<file path="src/rtl/shift_pkg.sv">
// Shared definitions for the iterative shift controller: op codes, FSM states, default sizes.
package shift_pkg;

  localparam int unsigned DEF_WIDTH   = 32;
  localparam int unsigned DEF_SHAMT_W = 5;
  localparam int unsigned OP_W        = 2;

  localparam logic [OP_W-1:0] OP_SLL = 2'b00;
  localparam logic [OP_W-1:0] OP_SRL = 2'b01;
  localparam logic [OP_W-1:0] OP_SRA = 2'b10;
  localparam logic [OP_W-1:0] OP_ROR = 2'b11;

  typedef enum logic [1:0] {
    ST_IDLE  = 2'd0,
    ST_SHIFT = 2'd1,
    ST_DONE  = 2'd2
  } state_e;

endpackage

</file>
<file path="src/rtl/iter_shift_ctrl_if.sv">
// Request/result handshake bundle between the execute stage (master) and the shift controller (slave).
interface iter_shift_ctrl_if #(
  parameter int unsigned WIDTH   = 32,
  parameter int unsigned SHAMT_W = 5
);

  logic               in_valid;
  logic               in_ready;
  logic [WIDTH-1:0]   in_data;
  logic [SHAMT_W-1:0] in_shamt;
  logic [1:0]         in_op;
  logic               out_valid;
  logic               out_ready;
  logic [WIDTH-1:0]   out_data;

  modport master (
    output in_valid, in_data, in_shamt, in_op, out_ready,
    input  in_ready, out_valid, out_data
  );

  modport slave (
    input  in_valid, in_data, in_shamt, in_op, out_ready,
    output in_ready, out_valid, out_data
  );

endinterface

</file>
<file path="src/rtl/shift_one_step.sv">
// Combinational single-bit shifter; one call advances the operand by one position for the given op.
module shift_one_step
  import shift_pkg::*;
#(
  parameter int unsigned WIDTH = DEF_WIDTH
) (
  input  logic [OP_W-1:0]  op,
  input  logic [WIDTH-1:0] in,
  output logic [WIDTH-1:0] f
);

  always_comb begin
    f = in;
    case (op)
      OP_SLL: f = {in[WIDTH-2:0], 1'b0};
      OP_SRL: f = {1'b0, in[WIDTH-1:1]};
      OP_SRA: f = {in[WIDTH-1], in[WIDTH-1:1]};
      OP_ROR: f = {in[0], in[WIDTH-1:1]};
    endcase
  end

endmodule

</file>
<file path="src/rtl/iter_shift_ctrl.sv">
// Multi-cycle shift controller: latches one request, applies one bit of shift per cycle,
// then presents the result on a valid/ready handshake.
module iter_shift_ctrl
  import shift_pkg::*;
#(
  parameter int unsigned WIDTH   = DEF_WIDTH,
  parameter int unsigned SHAMT_W = DEF_SHAMT_W
) (
  input  logic              clock,
  input  logic              reset_n,
  input  logic              flush,
  iter_shift_ctrl_if.slave  bus,
  output logic              busy
);

  state_e             state_q, state_d;
  logic [WIDTH-1:0]   data_q, data_d;
  logic [SHAMT_W-1:0] cnt_q, cnt_d;
  logic [OP_W-1:0]    op_q, op_d;
  logic               in_ready_q, out_valid_q, busy_q;
  logic [WIDTH-1:0]   step_data;

  shift_one_step #(.WIDTH(WIDTH)) u_step (
    .op (op_q),
    .in (data_q),
    .f  (step_data)
  );

  // Next-state logic; flush overrides accept and completion but leaves data untouched.
  always_comb begin
    state_d = state_q;
    data_d  = data_q;
    cnt_d   = cnt_q;
    op_d    = op_q;
    unique case (state_q)
      ST_IDLE: begin
        if (bus.in_valid && in_ready_q) begin
          data_d  = bus.in_data;
          cnt_d   = bus.in_shamt;
          op_d    = bus.in_op;
          state_d = (bus.in_shamt == SHAMT_W'(0)) ? ST_DONE : ST_SHIFT;
        end
      end
      ST_SHIFT: begin
        data_d = step_data;
        cnt_d  = cnt_q - SHAMT_W'(1);
        if (cnt_q == SHAMT_W'(1)) begin
          state_d = ST_DONE;
        end
      end
      ST_DONE: begin
        if (bus.out_ready) begin
          state_d = ST_IDLE;
        end
      end
      default: state_d = ST_IDLE;
    endcase
    if (flush) begin
      state_d = ST_IDLE;
      data_d  = data_q;
      cnt_d   = cnt_q;
      op_d    = op_q;
    end
  end

  // Handshake flags are decoded from the next state so they are registered alongside it.
  always_ff @(posedge clock or negedge reset_n) begin
    if (!reset_n) begin
      state_q     <= ST_IDLE;
      data_q      <= '0;
      cnt_q       <= '0;
      op_q        <= OP_SLL;
      in_ready_q  <= 1'b1;
      out_valid_q <= 1'b0;
      busy_q      <= 1'b0;
    end else begin
      state_q     <= state_d;
      data_q      <= data_d;
      cnt_q       <= cnt_d;
      op_q        <= op_d;
      in_ready_q  <= (state_d == ST_IDLE);
      out_valid_q <= (state_d == ST_DONE);
      busy_q      <= (state_d != ST_IDLE);
    end
  end

  assign bus.in_ready  = in_ready_q;
  assign bus.out_valid = out_valid_q;
  assign bus.out_data  = data_q;
  assign busy          = busy_q;

endmodule

</file>
<file path="src/flat_wrapper.sv">
// flat-port wrapper written by rule: the top's interface ports become plain ports
module iter_shift_ctrl_flat import shift_pkg::*;
#(
  parameter int unsigned WIDTH   = DEF_WIDTH,
  parameter int unsigned SHAMT_W = DEF_SHAMT_W
)
  (clock, reset_n, flush, busy, bus_in_valid, bus_in_data, bus_in_shamt, bus_in_op, bus_out_ready, bus_in_ready, bus_out_valid, bus_out_data);
  iter_shift_ctrl_if #(.WIDTH(WIDTH), .SHAMT_W(SHAMT_W)) bus_i ();
  input  logic clock;
  input  logic reset_n;
  input  logic flush;
  output logic busy;
  input wire logic [$bits(bus_i.in_valid)-1:0] bus_in_valid;
  input wire logic [$bits(bus_i.in_data)-1:0] bus_in_data;
  input wire logic [$bits(bus_i.in_shamt)-1:0] bus_in_shamt;
  input wire logic [$bits(bus_i.in_op)-1:0] bus_in_op;
  input wire logic [$bits(bus_i.out_ready)-1:0] bus_out_ready;
  output wire logic [$bits(bus_i.in_ready)-1:0] bus_in_ready;
  output wire logic [$bits(bus_i.out_valid)-1:0] bus_out_valid;
  output wire logic [$bits(bus_i.out_data)-1:0] bus_out_data;
  assign bus_i.in_valid = bus_in_valid;
  assign bus_i.in_data = bus_in_data;
  assign bus_i.in_shamt = bus_in_shamt;
  assign bus_i.in_op = bus_in_op;
  assign bus_i.out_ready = bus_out_ready;
  assign bus_in_ready = bus_i.in_ready;
  assign bus_out_valid = bus_i.out_valid;
  assign bus_out_data = bus_i.out_data;
  iter_shift_ctrl #(.WIDTH(WIDTH), .SHAMT_W(SHAMT_W)) u_core (.clock(clock), .reset_n(reset_n), .flush(flush), .bus(bus_i), .busy(busy));
endmodule
</file>
<file path="config.mk">
export PLATFORM = sky130hd
export DESIGN_NAME = iter_shift_ctrl_flat
export DESIGN_NICKNAME = d
export VERILOG_FILES = /design/src/rtl/shift_pkg.sv /design/src/rtl/iter_shift_ctrl_if.sv /design/src/rtl/shift_one_step.sv /design/src/rtl/iter_shift_ctrl.sv /design/src/flat_wrapper.sv
export SDC_FILE = /design/constraint.sdc
export NUM_CORES = 1
export LEC_CHECK = 0
export CAP_MARGIN = 20
export CORE_MARGIN = 5
export CORE_UTILIZATION = 51
export CTS_CLUSTER_DIAMETER = 120
export DETAILED_ROUTE_END_ITERATION = 6
export GPL_TIMING_DRIVEN = 0
export PLACE_DENSITY_LB_ADDON = 0.08
export SYNTH_ARGS = -nofsm -noshare
export SYNTH_HDL_FRONTEND = slang
export SYNTH_SLANG_ARGS = --single-unit
export TNS_END_PERCENT = 5
</file>
<file path="constraint.sdc">
create_clock -name clock -period 4.5 [get_ports clock]
set_clock_uncertainty 0.05 [all_clocks]
set_input_delay 0.675 -clock clock [delete_from_list [all_inputs] [get_ports clock]]
set_output_delay 0.675 -clock clock [all_outputs]
set_load 0.03 [all_outputs]
</file>
==> impl_metrics.csv <==
group,metric,value,unit
timing,max_freq,447,MHz
place,dpl.cell_count,432,
routing,viasPerCell,5.75,
critical_path,critPathSlowestCell,"clkdlybuf4s50_1",
yosys,yosys_warnings,0,
critical_path,worst-path-buf-inv,1,
power,p_switching,1070,uW
yosys,synth_top_area_frac,0.402,
clock_tree,holdBufCountCts,0,
routing,drt-pass1-iter-count,4,
yosys,netlist-cell-type-count,31,
global_routing,grt_max_degree,30,
floorplanning,dieWidth,82.4,um
clock_tree,root_buffer,"clkbuf_8",
place,port_buffers,78,
power,swShare,0.467,
critical_path,critPathMaxFanout,3,
cells_and_area,drive_above_1_share,0.157,
critical_path,worstSetupPathType,"reg -> out",
cells_and_area,nNetsFinal,415,
floorplanning,die_h,82.4,um
timing,setup_viol,0,
routing,via_count,2532,
cells_and_area,finalNonFillerCells,440,
clock_tree,worst_skew_pair.late_latency,0.29,ns
place,place_congestion,0.854,
timing,rsz0062_at_grt,"no",
yosys,synth-edff-count,0,
cells_and_area,num_antenna_cells,0,
power,seqPwrFrac,0.328,
yosys,synthCells,283,
cells_and_area,syn2layout_area_growth,36.4,%
timing,hold_viol_final,0,
clock_tree,htreeDepth,2,
clock_tree,cts_tree,"done",
routing,drt_iter0_markers,119,
cells_and_area,utilization,0.714,
min_path,hp-class,"in -> async",
power,internal_power,1220,uW
floorplanning,rows,26,
power,p_comb_frac,0.561,
timing,max-slew-margin-rel,0.669,
routing,routed_wl,7.10,mm
place,hpwl,5.26,mm
timing,min_period,2.24,ns
critical_path,cp_cell_sequence,"clkdlybuf4s50_1",
floorplanning,io_pins,79,
job,drv_cap,0,
yosys,ys_top_cells_by_area,"dfrtp_1 40%, a311oi_2 17%, a21o_1 8.7%",
power,finalPower,2280,uW
power,ir_drop,0.000384,V
power,power_density,626,nW/um2
global_routing,grt_pass1_wl,11.7,mm
yosys,synth_ff_type,"dfrtp_1",
clock_tree,clk_pin_slew_worst_paths,0.08,ns
critical_path,critPathArrivalTime,1.51,ns
yosys,syn_avg_cell_area,9.45,um2
timing,slew_violations,0,
clock_tree,clkSinkCount,44,
timing,hold_slack,0.249,ns
global_routing,grt_use_total,0.222,
timing,fin_tns_setup,0,ns
power,p_leak,0.00155,uW
critical_path,reg2reg_slack,2.67,ns
timing,worstMarginPinSlew,0.497,ns
floorplanning,core,5110,um2
power,power.clock.fraction,0.112,
routing,drc_errors,0,
floorplanning,die-area,6790,um2
critical_path,startpoint_type,"flop",
global_routing,antenna_found_initial,0,
clock_tree,cts_setup_buffers,0,
critical_path,path_delay_family,"buffers and inverters",
yosys,syn-num-nets,329,
routing,ant_nets,0,
yosys,synthArstFlopShare,1.00,
clock_tree,clk_path_buf_depth,2,
yosys,synth.largest_area_cell,"dfrtp_1",
yosys,ys_seq_area_frac,0.412,
critical_path,required,3.77,ns
clock_tree,cts_resized,0,
global_routing,grt_pass1_vias,2465,
floorplanning,start_util,0.524,
yosys,synth_area,2680,um2
timing,post-route-period-util,0.497,
critical_path,endpoint_kind,"output pin",
routing,routedWlPerCell,16.1,um
outcome,status,"finished clean",
global_routing,grt_overflow,0,
critical_path,max_stage_delay,0.67,ns
yosys,ys_ff_latch,44,
clock_tree,cts_buffers,5,
-- logic make-up (layout without fill, tap and decap cells) --
kind of cell	Yosys count	count (layout)	synth area share
AOI/OAI and AO/OA	114	114	0.368
and+or+nand+nor	93	93	0.145
DFF	44	44	0.412
buffers and inverters	29	116	0.0613
adders and majority gates	2	2	0.00935
muxes	1	1	0.00421
-- metrics by stage --
step	worst slack, ns	cell area, um2
2_1_floorplan	2.76	2680
3_3_place_gp	1.44	3540
3_5_place_dp	2.17	3560
4_1_cts	2.25	3650
5_1_grt	2.23	3650
6_report	2.26	3650
-- final timing paths --
check                                              from                      end  cells past startpoint
worst max-delay path                u_core.bus.in_ready             bus_in_ready                      1
worst min-delay path                            reset_n   u_core.bus.out_data[6]                      1
worst max register to register          u_core.cnt_q[1]              u_core.busy                      6
worst min register to register  u_core.bus.out_data[24]  u_core.bus.out_data[24]                      1
max in group asynchronous                       reset_n      u_core.bus.in_ready                      2
min in group clock              u_core.bus.out_data[24]  u_core.bus.out_data[24]                      1
-- final cells by class --
type,instances,area (um2)
Buffer,26,153
Timing Repair Buffer,79,796
Fill cell,413,1460
Sequential cell,44,1100
Tap cell,70,87.6
Multi-Input combinational cell,210,1410
Inverter,3,11.3
Clock buffer,8,90.1
-- power by group through the flow --
stage / Clock [uW] / Sequential, uW / Combinational, uW
4_1_cts: 263 / 742 / 1290
5_1_grt: 282 / 775 / 1380
6_report: 255 / 748 / 1280
3_5_place_dp: 0 / 749 / 1280
2_1_floorplan: 0 / 980 / 559
3_3_place_gp: 0 / 744 / 1260
-- routing by layer --
layer,vias to the layer above,track usage,routed length [um]
met2,76,0.361,3330
met1,1242,0.300,3240
met4,0,0.0681,117
met5,-,0,0
met3,13,0.0390,418
li1,1201,-,-
-- registers in the layout, summed over array words and instances (netlist names) --
signal,flops
u_core.busy,1
u_core.bus.out_data,32
u_core.state_q,2
u_core.bus.in_ready,1
u_core.cnt_q,5
u_core.bus.out_valid,1
u_core.op_q,2
-- Yosys cell counts, types with 2 or more instances --
master,count
a21o_1,31
nand3_1,2
o21ai_0,36
a21oi_1,7
nand2_1,39
o22ai_1,2
or3_1,2
inv_1,3
clkbuf_1,9
a221oi_1,2
buf_6,5
dfrtp_1,43
nor2_1,39
a2bb2oi_1,2
buf_2,11
a311oi_2,30
nor3_1,3
nor2b_1,3
ha_1,2
-- layout by cell type, fill, tap and decap left out, drive strengths merged --
master / synthesis / final
nor3: 3 / 3
mux2: 1 / 1
nor3b: 1 / 1
nor4b: 1 / 1
dfrtp: 43 / 43
clkdlybuf4s50: 0 / 77
o21ai: 36 / 36
dfstp: 1 / 1
inv: 3 / 3
a221oi: 3 / 3
a21oi: 7 / 7
a21o: 31 / 31
or2: 1 / 1
nor2b: 3 / 3
ha: 2 / 2
nand2: 39 / 39
nand3: 2 / 2
a31oi: 1 / 1
a2bb2oi: 2 / 2
nor4bb: 1 / 1
clkbuf: 9 / 17
buf: 17 / 19
or3: 2 / 2
a311oi: 30 / 30
o22ai: 2 / 2
o211ai: 1 / 1
or2b: 1 / 1
nor2: 39 / 39
o22a: 1 / 1
Note: power is estimated with default switching activity, not from simulation.
